--- config.mk ---
export PLATFORM = sky130hd
export DESIGN_NAME = nec_ir_tx
export DESIGN_NICKNAME = d
export VERILOG_FILES = /design/src/rtl/nec_ir_tx.sv
export SDC_FILE = /design/constraint.sdc
export NUM_CORES = 1
export LEC_CHECK = 0
export ABC_AREA = 1
export BUFFER_PORTS_ARGS = -buffer_cell sky130_fd_sc_hd__buf_2
export CELL_PAD_IN_SITES_DETAIL_PLACEMENT = 1
export CELL_PAD_IN_SITES_GLOBAL_PLACEMENT = 1
export CORE_ASPECT_RATIO = 0.75
export CORE_UTILIZATION = 42
export CTS_BUF_LIST = sky130_fd_sc_hd__clkbuf_4 sky130_fd_sc_hd__clkbuf_8 sky130_fd_sc_hd__clkbuf_16
export DETAILED_ROUTE_END_ITERATION = 6
export PLACE_DENSITY_LB_ADDON = 0.05
export SLEW_MARGIN = 20
export SYNTH_ARGS = -nofsm -noshare
export SYNTH_HDL_FRONTEND = slang
export SYNTH_SLANG_ARGS = --single-unit
--- constraint.sdc ---
create_clock -name clk -period 2.5 [get_ports clk]
set_input_delay 0.5 -clock clk [delete_from_list [all_inputs] [get_ports clk]]
set_output_delay 0.5 -clock clk [all_outputs]
set_load 0.02 [all_outputs]
--- src/rtl/nec_ir_tx.sv ---
// NEC infrared transmitter: leader, 32 data bits LSB first, stop mark, then a gap up to the frame period.
// Define IR_TX_CARRIER_EN to gate marks with the ~38 kHz carrier; undefined, ir_tx is the bare envelope.
module nec_ir_tx #(
  parameter int unsigned UNIT_CYCLES  = 28125,
  parameter int unsigned CARRIER_HALF = 658,
  parameter int unsigned FRAME_UNITS  = 192
) (
  input  logic        clk,
  input  logic        reset,
  input  logic        start,
  input  logic        repeat_code,
  input  logic [7:0]  addr,
  input  logic [7:0]  cmd,
  output logic        busy,
  output logic        done,
  output logic        ir_env,
  output logic        ir_tx,
  output logic [31:0] data_word
);

  localparam int unsigned UNIT_W = (UNIT_CYCLES > 1) ? $clog2(UNIT_CYCLES) : 1;
  localparam logic [UNIT_W-1:0] UNIT_LAST = UNIT_W'(UNIT_CYCLES - 1);
  localparam logic [7:0] FRAME_MAX  = 8'(FRAME_UNITS);
  localparam logic [7:0] FRAME_LAST = 8'(FRAME_UNITS - 1);

  typedef enum logic [2:0] {
    IDLE,
    LEAD_MARK,
    LEAD_SPACE,
    BIT_MARK,
    BIT_SPACE,
    STOP_MARK,
    GAP
  } state_t;

  state_t state, next_state;

  logic [UNIT_W-1:0] unit_cnt;
  logic [7:0]        frame_cnt;
  logic [3:0]        seg_cnt;
  logic [3:0]        seg_last;
  logic [4:0]        bit_idx;
  logic [31:0]       shreg;
  logic              rep;
  logic              accept;
  logic              tick;
  logic              seg_end;

  assign accept  = (state == IDLE) && start;
  assign tick    = (state != IDLE) && (unit_cnt == UNIT_LAST);
  assign seg_end = tick && (seg_cnt == seg_last);

  // Segment length in units, minus one, for the current state.
  always_comb begin
    seg_last = 4'd0;
    case (state)
      LEAD_MARK:  seg_last = 4'd15;
      LEAD_SPACE: seg_last = rep ? 4'd3 : 4'd7;
      BIT_SPACE:  seg_last = shreg[0] ? 4'd2 : 4'd0;
      default:    seg_last = 4'd0;
    endcase
  end

  always_ff @(posedge clk) begin
    if (reset) state <= IDLE;
    else       state <= next_state;
  end

  always_comb begin
    next_state = state;
    busy       = (state != IDLE);
    done       = 1'b0;
    ir_env     = 1'b0;
    case (state)
      IDLE: begin
        if (start) next_state = LEAD_MARK;
      end
      LEAD_MARK: begin
        ir_env = 1'b1;
        if (seg_end) next_state = LEAD_SPACE;
      end
      LEAD_SPACE: begin
        if (seg_end) next_state = rep ? STOP_MARK : BIT_MARK;
      end
      BIT_MARK: begin
        ir_env = 1'b1;
        if (seg_end) next_state = BIT_SPACE;
      end
      BIT_SPACE: begin
        if (seg_end) next_state = (bit_idx == 5'd31) ? STOP_MARK : BIT_MARK;
      end
      STOP_MARK: begin
        ir_env = 1'b1;
        if (seg_end) next_state = GAP;
      end
      GAP: begin
        // done lands in the last cycle of the final unit, so the frame period is exact.
        if (tick && (frame_cnt >= FRAME_LAST)) begin
          done       = 1'b1;
          next_state = IDLE;
        end
      end
      default: next_state = IDLE;
    endcase
  end

  always_ff @(posedge clk) begin
    if (reset) begin
      unit_cnt  <= '0;
      frame_cnt <= '0;
      seg_cnt   <= '0;
      bit_idx   <= '0;
      shreg     <= '0;
      rep       <= 1'b0;
      data_word <= '0;
    end else if (accept) begin
      unit_cnt  <= '0;
      frame_cnt <= '0;
      seg_cnt   <= '0;
      bit_idx   <= '0;
      rep       <= repeat_code;
      if (!repeat_code) begin
        shreg     <= {~cmd, cmd, ~addr, addr};
        data_word <= {~cmd, cmd, ~addr, addr};
      end
    end else if (state != IDLE) begin
      if (tick) begin
        unit_cnt <= '0;
        if (frame_cnt < FRAME_MAX) frame_cnt <= frame_cnt + 8'd1;
      end else begin
        unit_cnt <= unit_cnt + UNIT_W'(1);
      end
      if (next_state != state) seg_cnt <= '0;
      else if (tick)           seg_cnt <= seg_cnt + 4'd1;
      if ((state == BIT_SPACE) && seg_end) begin
        shreg   <= {1'b0, shreg[31:1]};
        bit_idx <= bit_idx + 5'd1;
      end
    end
  end

`ifdef IR_TX_CARRIER_EN
  localparam int unsigned CAR_W = (CARRIER_HALF > 1) ? $clog2(CARRIER_HALF) : 1;
  localparam logic [CAR_W-1:0] CAR_LAST = CAR_W'(CARRIER_HALF - 1);

  logic [CAR_W-1:0] car_cnt;
  logic             car_lvl;
  logic             mark_next;

  assign mark_next = (next_state == LEAD_MARK) || (next_state == BIT_MARK) ||
                     (next_state == STOP_MARK);

  // Every mark follows a space, so restarting the phase on entry gives a high first half-period.
  always_ff @(posedge clk) begin
    if (reset) begin
      car_cnt <= '0;
      car_lvl <= 1'b0;
    end else if (mark_next && !ir_env) begin
      car_cnt <= '0;
      car_lvl <= 1'b1;
    end else if (car_cnt == CAR_LAST) begin
      car_cnt <= '0;
      car_lvl <= ~car_lvl;
    end else begin
      car_cnt <= car_cnt + CAR_W'(1);
    end
  end

  assign ir_tx = ir_env & car_lvl;
`else
  assign ir_tx = ir_env;
`endif

endmodule
# [After elaboration in Yosys (flattened, before gate mapping)]
# Index checks and enable logic that the tools add are counted.
[totals] reg_bits=100 input_bits=20
[classes] n_addsub=4 magnitude_cmp=2 n_eq_ne=11 mux=23 n_bitwise=3 reduce_logical=17
[op_table] cell="32-bit two-way mux" count=4
[op_table] cell="3-bit two-way mux" count=10
[op_table] cell="3-bit one-hot mux with 7 select lines" count=1
[op_table] cell="8-bit inverter" count=2
[op_table] cell="15-bit by 1-bit adder with 15-bit output, second input constant" count=1
[op_table] cell="15-bit == test, second input constant" count=1
[op_table] cell="15-bit two-way mux" count=1
[op_table] cell="4-bit one-hot mux with 3 select lines" count=1
[op_table] cell="3-bit == test, second input constant" count=3
[op_table] cell="8-bit by 1-bit adder with 8-bit output, second input constant" count=1
[op_table] cell="8-bit >= comparator, second input constant" count=1
[op_table] cell="8-bit less-than comparator, second input constant" count=1
[op_table] cell="4-bit two-way mux" count=2
[op_table] cell="3-bit by 2-bit == test with 1-bit output, second input constant" count=2
[op_table] cell="2-bit AND reduction" count=3
[op_table] cell="3-bit AND reduction" count=2
[op_table] cell="2-bit nonzero test" count=3
[op_table] cell="5-bit by 1-bit adder with 5-bit output, second input constant" count=1
[op_table] cell="5-bit == test, second input constant" count=1
[op_table] cell="1-bit logical AND" count=5
[op_table] cell="4-bit by 1-bit adder with 4-bit output, second input constant" count=1
[op_table] cell="4-bit == test" count=1
[op_table] cell="3-bit by 1-bit == test with 1-bit output, second input constant" count=1
[op_table] cell="3-bit zero test" count=1
[op_table] cell="other kinds (8)" count=10

# [Logic depth before layout (Yosys ltp)]
[depth] ltp_word=9 ltp_mapped=18 depth_no_buf=18

# [Worst setup path after synthesis]
# OpenSTA, ideal clock, no wires.
[synth_timing] path_kind="reg-to-output" startpoint="register unit_cnt[0]" endpoint="output done" arrival_time_ps=1466 required_time_ps=2000 path_slack_ps=534 path_stages_with_launch=9 path_buffers=0 cell_sequence="dfxtp_1 > inv_1 > ha_1 > nand2_1 > nor2_1 > nand2_1 > nor3_1 > nand2_1 > nor2_1"
[synth_between] elab_chain_len=5
[synth_rtl] element="start: declaration" line="38" text="logic [UNIT_W-1:0] unit_cnt;"
[synth_rtl] element="start signal: assignment" line="131" text="unit_cnt <= unit_cnt + UNIT_W'(1);"
[synth_rtl] element="15-bit == test" line="50" text="assign tick = (state != IDLE) && (unit_cnt == UNIT_LAST);"
[synth_rtl] element="1-bit logical AND" line="50"
[synth_rtl] element="1-bit logical AND" line="98" text="if (tick && (frame_cnt >= FRAME_LAST)) begin"
[synth_rtl] element="1-bit two-way mux" line="98"
[synth_rtl] element="1-bit two-way mux" line="74" text="case (state)"
[synth_rtl] element="end: declaration" line="15" text="output logic done,"
# No other way between the ends.

# [Worst setup path in the final report]
[layout_timing] startpoint="register frame_cnt[0]" endpoint="output done"
[layout_between] elab_chain_len=4
[layout_rtl] element="start: declaration" line="39" text="logic [7:0] frame_cnt;"
[layout_rtl] element="start signal: assignment" line="129" text="if (frame_cnt < FRAME_MAX) frame_cnt <= frame_cnt + 8'd1;"
[layout_rtl] element="8-bit >= comparator" line="98"
[layout_rtl] element="1-bit logical AND" line="98"
[layout_rtl] element="1-bit two-way mux" line="98"
[layout_rtl] element="1-bit two-way mux" line="74"
# No other way between the ends.

==> out/results.tsv <==
stage	metric	value	unit
status	status	completed	
final_layout	fin_area	5130	um2
critical_path	reg2reg_to	seg_cnt[1]	
clock_network	clock-sinks	100	
synth	synth_fp_nets	631	
synth	synth.area.top_cells	dfxtp_1 45%, o21ai_0 8.6%, nor2_1 7.5%, nand2_1 7.1%, a21oi_1 6.1%	
critical_path	startpoint_type	flip-flop	
global_route	track_usage	24.0	%
detailed_routing	route.antenna.remaining_nets	0	
synth	synth.avg_cell_area	7.32	um2
critical_path	cp_max_fo	4	
timing	hold_slack	0.456	ns
placed_design	io_buffers	55	
synth	ys_seq_elements	100	
final_layout	layout-drive-gt1-share	17.6	%
placed_design	dp_hpwl	8860	um
die	pin_count	56	
critical_path	r2r_start	unit_cnt[0]	
clock_network	numCtsBuffers	9	
timing	worstMarginPinSlew	0.576	ns
clock_network	clk_latency	0.34	ns
final_layout	multi_input_area	2060	um2
detailed_routing	drcViolationCount	0	
global_route	grt_pass1_wl	20800	um
die	design.die.area	11000	um2
min_path	hp-class	primary input to flip-flop	
timing	setup_viol	0	
critical_path	critPathCaptureType	primary output	
critical_path	path_class	flip-flop to primary output	
detailed_routing	dr.pass1.iters	6	
clock_network	clk_pin_slew	0.07	ns
detailed_routing	wl_per_cell	15.5	um
global_route	grt_overflow_total	0	
timing	fmax	435	MHz
timing	rsz0062_at_grt	true	
detailed_routing	wl	12300	um
critical_path	ff2ff_setup_slack	0.25	ns
detailed_routing	drtIter0Drc	221	
critical_path	worstPathRequired	2.00	ns
pwr	power_density	657	nW/um2
placed_design	gp_congestion	0.893	
clock_network	ctsHoldBuffers	0	
synth	syn-cell-area	4430	um2
critical_path	startpoint	frame_cnt[0]	
global_route	grt_pass1_vias	4203	
final_layout	num-fill-cells	1357	
synth	synth_top_cell_area_share	45.2	%
timing	hold_viol	0	
final_layout	nNetsFinal	681	
detailed_routing	num_vias	4159	
global_route	antenna_found_initial	0	
run	cap_violations	0	
die	die_width	121	um
die	die_h	90.9	um
placed_design	dpl_cell_area	4850	um2
critical_path	endpoint	done	
synth	ys_types	33	
timing	fin_worst_skew	0.00656	ns
detailed_routing	avgViaCountPerCell	5.24	
final_layout	area_growth	15.7	%
final_layout	diodes	0	
synth	seq_area_frac_synth	45.2	%
final_layout	final_util	50.0	%
critical_path	crit_arrival	1.80	ns
clock_network	clock-root-buffer	clkbuf_16	
synth	syn_inst	605	
timing	slew_headroom	61.5	%
pwr	ir_drop	334	uV
timing	post-route-min-period	2.30	ns
synth	yosysWarnings	0	
global_route	grt_max_degree	52	
timing	timing.final.crit_share	92.1	%
clock_network	ctsLongestPathBuffers	2	
critical_path	rr_worst_depth	15	
die	rows	32	
final_layout	final-seq-area	2000	um2
clock_network	htree_levels	3	
timing	drv_slew	0	
clock_network	cts_tree	built	
pwr	leakage	2.15	nW
synth	yosysTopAreaCell	dfxtp_1	
die	start_util	43.2	%
die	core_area	10200	um2
## registers in the layout, indices dropped and copies added (netlist names)
name and count:
data_word 32, shreg 32, unit_cnt 15, frame_cnt 8, bit_idx 5, seg_cnt 4
state 3, rep 1
## per-layer routing
layer	part of all wire [%]	track usage, %	wire (um)	vias up
li1	-	-	-	2089
met1	52	33.9	6460	2013
met2	44	37.3	5410	47
met3	3.0	5.34	372	10
met4	0.58	4.63	71	0
met5	0	0	0	-
## worst max-delay path, cell delays in order (launching register included)
cell	delay, ns
dfxtp_1	0.38
ha_1	0.21
nand3_1	0.10
nor2_1	0.14
nor2_1	0.07
nor2_2	0.17
nand2_1	0.12
nor2_1	0.11
buf_2	0.17
## placed cells by master (no fill, tap or decap), types with 3 or more instances in the layout
| cell type | Yosys | final |
|---|---|---|
| clkbuf_16 | 0 | 9 |
| a31oi_1 | 20 | 20 |
| nor2_2 | 5 | 6 |
| xor2_1 | 5 | 5 |
| nor3b_1 | 3 | 3 |
| inv_2 | 5 | 5 |
| clkinv_2 | 0 | 3 |
| buf_2 | 6 | 55 |
| nand2_4 | 2 | 3 |
| nand4_1 | 6 | 6 |
| nand2_1 | 84 | 84 |
| o21ai_0 | 76 | 76 |
| nor2_1 | 89 | 88 |
| nor3_1 | 11 | 9 |
| dfxtp_1 | 100 | 99 |
| ha_1 | 6 | 6 |
| nand3_1 | 22 | 22 |
| inv_1 | 65 | 65 |
| nor3_2 | 2 | 4 |
| a21oi_1 | 54 | 53 |
| a21oi_2 | 4 | 5 |
| buf_4 | 3 | 9 |
| nand2_2 | 6 | 5 |
## worst min-delay path by stage
stage / from / end / slack, ns / cells past startpoint
2_1_floorplan: frame_cnt[4] / frame_cnt[4] / 0.44 / 2
3_3_place_gp: frame_cnt[4] / frame_cnt[4] / 0.45 / 2
3_5_place_dp: frame_cnt[4] / frame_cnt[4] / 0.46 / 2
4_1_cts: cmd[1] / data_word[17] / 0.44 / 3
5_1_grt: cmd[1] / data_word[17] / 0.44 / 3
6_report: cmd[1] / data_word[17] / 0.46 / 3
## stage by stage
step / power (mW) / instances / setup slack (ns) / setup TNS, ns
floorplan: 2.01 / 605 / 0.534 / 0
global placement: 2.13 / 780 / 0.256 / 0
detailed placement: 2.15 / 780 / 0.231 / 0
CTS: 3.42 / 794 / 0.0233 / 0
global route: 3.54 / 794 / -0.0116 / -0.0171
finish: 3.37 / 794 / 0.199 / 0
## where the power goes
part           switching (mW)  internal (mW)  total, mW
clock                   0.593          0.660       1.25
combinational           0.279          0.126      0.406
sequential             0.0421           1.67       1.71
total                   0.914           2.45       3.37
## synth_stat cells (all sizes together)
cell / instances
dfxtp: 100
nor2: 96
nand2: 92
o21ai: 77
inv: 71
a21oi: 58
nand3: 26
a31oi: 20
clkbuf: 16
nor3: 13
buf: 10
ha: 6
nand4: 6
xor2: 5
nor3b: 3
a211oi: 2
nor4: 1
o2111ai: 1
o221ai: 1
or2: 1
## repair_timing
item | 4_1_cts | 5_1_grt
endpoints found under the setup margin | 0 | 14
setup buffers | 0 | 0
hold endpoints to repair | 0 | 0
gates resized for setup | 0 | 6
## area by class of cell
type,count,share of cell area [%]
well taps,136,3.32
clock buffers,9,4.39
multi-input cells,408,40.3
flip-flops and latches,100,39.1
clock inverters,5,0.610
repair buffers,65,7.08
inverters,71,5.25
## logic make-up (layout without fill, tap and decap cells)
kind of cell / Yosys count / in the layout / synth area share [%]
buffers and inverters: 97 / 150 / 8.70
AND/OR/NAND/NOR: 238 / 238 / 24.3
flip-flops: 100 / 100 / 45.2
AO/OA/AOI/OAI: 159 / 159 / 19.1
XOR/XNOR: 5 / 5 / 0.988
adder cells (fa/ha/maj): 6 / 6 / 1.69
Power figures use the tool's default switching activity.
